$ cat src/rtl/ps2_key_decoder.sv
// PS/2 keyboard receiver: deframes 11-bit frames and decodes E0/F0 prefixes into make-code strobes.
// Latency: 2 sync + FILTER_LEN filter cycles to a fall event; key_en/frame_err two cycles after the stop-bit fall.
// Backpressure: none; the PS/2 bit period is far longer than the internal latency, so no overrun path exists.
module ps2_key_decoder #(
    parameter int TIMEOUT_CYCLES = 25000,
    parameter int FILTER_LEN     = 4
) (
    input  logic       iVGA_CLK,
    input  logic       iRST_n,
    input  logic       ps2_clk,
    input  logic       ps2_data,
    output logic [7:0] key_code,
    output logic       key_en,
    output logic       key_ext,
    output logic       frame_err
);

    localparam int WD_W = $clog2(TIMEOUT_CYCLES + 1);
    localparam int FL_W = $clog2(FILTER_LEN + 1);

    typedef enum logic {IDLE, RECV} state_t;

    logic            clk_s1, clk_s2, dat_s1, dat_s2;
    logic [FL_W-1:0] filt_cnt;
    logic            filt_lvl, filt_prev;
    logic            fall;

    state_t          state;
    logic [3:0]      idx;
    logic [7:0]      shreg;
    logic            par_bit;
    logic [WD_W-1:0] wd;
    logic            byte_vld;
    logic            err_int;

    logic            ext_pend, brk_pend;

    // Two-flop synchronizers; the PS/2 lines idle high, so reset to 1.
    always_ff @(posedge iVGA_CLK or negedge iRST_n) begin
        if (!iRST_n) begin
            clk_s1 <= 1'b1;
            clk_s2 <= 1'b1;
            dat_s1 <= 1'b1;
            dat_s2 <= 1'b1;
        end else begin
            clk_s1 <= ps2_clk;
            clk_s2 <= clk_s1;
            dat_s1 <= ps2_data;
            dat_s2 <= dat_s1;
        end
    end

    // Glitch filter: the level flips only after FILTER_LEN consecutive differing samples.
    always_ff @(posedge iVGA_CLK or negedge iRST_n) begin
        if (!iRST_n) begin
            filt_cnt  <= '0;
            filt_lvl  <= 1'b1;
            filt_prev <= 1'b1;
        end else begin
            filt_prev <= filt_lvl;
            if (clk_s2 == filt_lvl) begin
                filt_cnt <= '0;
            end else if (filt_cnt == FL_W'(FILTER_LEN - 1)) begin
                filt_lvl <= clk_s2;
                filt_cnt <= '0;
            end else begin
                filt_cnt <= filt_cnt + 1'b1;
            end
        end
    end

    assign fall = filt_prev & ~filt_lvl;

    // Frame FSM with watchdog; a fall event takes priority over watchdog expiry.
    always_ff @(posedge iVGA_CLK or negedge iRST_n) begin
        if (!iRST_n) begin
            state    <= IDLE;
            idx      <= 4'd0;
            shreg    <= 8'h00;
            par_bit  <= 1'b0;
            wd       <= '0;
            byte_vld <= 1'b0;
            err_int  <= 1'b0;
        end else begin
            byte_vld <= 1'b0;
            err_int  <= 1'b0;
            case (state)
                IDLE: begin
                    wd <= '0;
                    if (fall && !dat_s2) begin
                        state <= RECV;
                        idx   <= 4'd1;
                    end
                end
                RECV: begin
                    if (fall) begin
                        wd <= '0;
                        if (idx <= 4'd8) begin
                            shreg <= {dat_s2, shreg[7:1]};
                            idx   <= idx + 4'd1;
                        end else if (idx == 4'd9) begin
                            par_bit <= dat_s2;
                            idx     <= 4'd10;
                        end else begin
                            state <= IDLE;
                            idx   <= 4'd0;
                            if (dat_s2 && (^{shreg, par_bit}))
                                byte_vld <= 1'b1;
                            else
                                err_int <= 1'b1;
                        end
                    end else if (wd == WD_W'(TIMEOUT_CYCLES)) begin
                        state   <= IDLE;
                        idx     <= 4'd0;
                        wd      <= '0;
                        err_int <= 1'b1;
                    end else begin
                        wd <= wd + 1'b1;
                    end
                end
                default: begin
                    state <= IDLE;
                    idx   <= 4'd0;
                end
            endcase
        end
    end

    // Prefix layer: track E0/F0, emit make codes, drop releases, flush flags on frame errors.
    always_ff @(posedge iVGA_CLK or negedge iRST_n) begin
        if (!iRST_n) begin
            key_code  <= 8'h00;
            key_en    <= 1'b0;
            key_ext   <= 1'b0;
            frame_err <= 1'b0;
            ext_pend  <= 1'b0;
            brk_pend  <= 1'b0;
        end else begin
            key_en    <= 1'b0;
            frame_err <= err_int;
            if (err_int) begin
                ext_pend <= 1'b0;
                brk_pend <= 1'b0;
            end else if (byte_vld) begin
                if (shreg == 8'hE0) begin
                    ext_pend <= 1'b1;
                end else if (shreg == 8'hF0) begin
                    brk_pend <= 1'b1;
                end else if (brk_pend) begin
                    ext_pend <= 1'b0;
                    brk_pend <= 1'b0;
                end else begin
                    key_code <= shreg;
                    key_ext  <= ext_pend;
                    key_en   <= 1'b1;
                    ext_pend <= 1'b0;
                end
            end
        end
    end

endmodule

$ cat config.mk
export PLATFORM = sky130hd
export DESIGN_NAME = ps2_key_decoder
export DESIGN_NICKNAME = d
export VERILOG_FILES = /design/src/rtl/ps2_key_decoder.sv
export SDC_FILE = /design/constraint.sdc
export NUM_CORES = 1
export LEC_CHECK = 0
export ABC_AREA = 1
export CORE_ASPECT_RATIO = 0.8
export CORE_MARGIN = 2
export CORE_UTILIZATION = 51
export CTS_BUF_LIST = sky130_fd_sc_hd__clkbuf_2 sky130_fd_sc_hd__clkbuf_4 sky130_fd_sc_hd__clkbuf_8
export DETAILED_ROUTE_END_ITERATION = 10
export PLACE_DENSITY = 0.79
export SLEW_MARGIN = 20
export SYNTH_ARGS = -nofsm -noshare
export SYNTH_HDL_FRONTEND = slang
export SYNTH_SLANG_ARGS = --single-unit
$ cat constraint.sdc
create_clock -name iVGA_CLK -period 1.6 [get_ports iVGA_CLK]
set_clock_uncertainty 0.05 [all_clocks]
set_input_delay 0.32 -clock iVGA_CLK [delete_from_list [all_inputs] [get_ports iVGA_CLK]]
set_output_delay 0.32 -clock iVGA_CLK [all_outputs]
set_load 0.1 [all_outputs]
==> impl_metrics.ini <==
[worst_setup_path]
cp.required_ns = 1.72
start_kind = register
crit_family = simple AND/OR/NAND/NOR gates
worstReg2RegStart = wd[1]
max_stage_delay_ns = 0.44
crit_slowest_cell = dfrtp_1
cp_max_fo = 9
cp-startpoint = wd[1]
crit_type = register to register
worstPathArrival_ns = 1.76
endpoint_kind = register
crit_buf_inv = 2
cp_cell_sequence = inv_1 -> ha_2 -> nand3_1 -> nor2_1 -> nand2_1 -> nand2_4 -> inv_6 -> o21ai_0 -> a21oi_1

[routing]
drt_iter0_drc = 198
vias_per_cell = 5.39
wirelength_um = 5320
num_vias = 2071
wl_per_cell_um = 13.9
final_antenna_net_count = 0
drt_drc_violations_left = 0
dr.pass1.iters = 6

[hold_path]
min_path_type = register to register
min_from = clk_s1

[synth]
synth_area_sq_mm = 0.00248
synth_nets = 296
ys_seq_area_share_pct = 53.8
yosys.area_share.xor_xnor_pct = 1.06
syn_area_per_cell_sq_um = 8.67
yosysWarnings = 0
synth_compound_area_share_pct = 10.6
synth_adder_area_share_pct = 3.03
yosys.area_share.simple_pct = 23.9
ys.flop_type = dfrtp_1
synthCells = 286
synth_mux_area_share_pct = 0.454
async_flop_share_pct = 100
synth_edf_count = 0
ys_seq_elements = 53
synth_cell_types = 32
synth_top_family_by_area = simple AND/OR/NAND/NOR gates

[outcome]
status = finished, violations left
violations = setup timing

[finish]
diodes = 0
fill_cells = 326
fin_nets = 333
seq_area_sq_mm = 0.00134
area_growth_pct = 27.2
final_common_cell = nand2_1
drive_above_1_share_pct = 27.2
multiInputGateArea_sq_mm = 0.00108
final_cell_mix = 60 x nand2_1, 45 x dfrtp_1, 37 x inv_1

[clock_tree]
cts_buffer_depth = 2
h-tree-depth = 2
clock_latency_ns = 0.30
cts.sinks = 53
clkTransAtPathRegs_ns = 0.09
cts-root-buf = clkbuf_8
cts_tree = yes
numCtsBuffers = 5

[job]
maxCapViolations = 0

[sta]
fin_crit_ns = 1.64
relSlewSlack_pct = 75.2
whs_ns = 0.310
slew_viol_final = 0
setup_ws_ns = -0.0429
fin_crit_sh_pct = 103
fmax_mhz = 609
setup_violations = 9
grt_setup_unrepaired = true
worst_pin_slew_ns = 0.369
finalHoldViolCount = 0

[grt]
grtUsageTotal_pct = 18.7
antenna_found_initial = 0
grt_pass1_wl_um = 7760
grt_max_degree = 54
grt_pass1_vias = 1804
grt_overflow = 0

[placement]
hpwl_um = 3170
dpl_worst_slack_ns = -0.0256
numPortBuffers = 14
gp_congestion = 0.879

[die]
start_util_pct = 53.6
die_y_um = 66.4
fp-row-count = 22
ios = 15
dieArea_sq_mm = 0.00544
dieWidth_um = 82.0
core_sq_mm = 0.00462

[power_and_ir_drop]
ir_drop_v = 0.000868
powerDensity_mw_per_mm2 = 1290
leakagePower_nw = 1.44
-- report_power, final --
part	switching, mW	total, mW	internal (mW)
clock network	0.425	0.816	0.392
logic	0.911	1.51	0.601
registers	0.197	1.75	1.56
total	1.53	4.08	2.55
-- per-stage QoR --
stage	cells	instance area, sq um	setup TNS (ns)	total power, mW	util (%)
2_1_floorplan	286	2480	0	2.62	-
6_report	384	3160	-0.184	4.08	68.2
3_5_place_dp	362	2830	-0.0312	2.92	61.1
3_3_place_gp	362	2830	0	2.86	61.1
4_1_cts	371	2940	0	3.74	63.6
5_1_grt	384	3160	-1.96	4.38	68.2
-- registers in the layout (all words and copies together), names as in the netlist, 3 cells and up --
signal and count:
wd 15, key_code 8, shreg 8, idx 4
filt_cnt 3
-- per-layer routing --
metal	track usage (%)	up-vias	share of wire, %
met1	25.7	977	44
li1	-	988	-
met5	0	-	0
met4	5.00	0	2.7
met2	29.7	83	48
met3	4.51	23	5.7
-- cell families after synthesis --
kind of cell,Yosys count
compound gates,48
xor+xnor,3
flops,53
simple gates,130
fa+ha+maj,6
buf+inv,45
mux,1
-- final cells by class --
type	instances	area share, %
multi-input combinational	188	34.1
clock inverter	1	0.159
timing repair buffer	32	12.6
inverter	43	5.27
tap	60	2.38
clock buffer	7	3.05
sequential	53	42.3
-- synth_stat cells (2+ instances only) --
cell,number,area share (%)
a21oi_1,12,2.4
a21oi_2,2,0.71
a31oi_1,2,0.50
dfrtp_1,47,47
dfstp_2,6,6.4
ha_1,6,3.0
inv_1,40,6.1
inv_2,3,0.45
nand2_1,67,10
nand2_2,5,1.3
nand3_1,12,2.4
nand4_1,5,1.3
nor2_1,20,3.0
nor2_2,5,1.3
nor2_4,2,0.91
nor3_1,7,1.4
o21a_1,2,0.61
o21ai_0,24,4.8
o21ai_1,4,0.81
or2_0,2,0.50
xnor2_1,2,0.71
-- worst paths after layout --
path | to | slack [ns] | cells after the start
worst max-delay path | wd[4] | -0.04 | 9
worst min-delay path | clk_s2 | 0.31 | 0
worst max register to register | wd[4] | -0.04 | 9
worst min register to register | clk_s2 | 0.31 | 0
max in group asynchronous | dat_s1 | 0.73 | 3
min in group asynchronous | filt_cnt[0] | 0.47 | 3
-- repair_timing --
action,CTS,global route
pin swaps,0,13
endpoints found under the hold margin,47,0
resized for setup,1,35
hold buffers,1,0
endpoints found under the setup margin,4,25
buffers inserted,0,13
No activity file was read; power rests on OpenSTA's default activity.
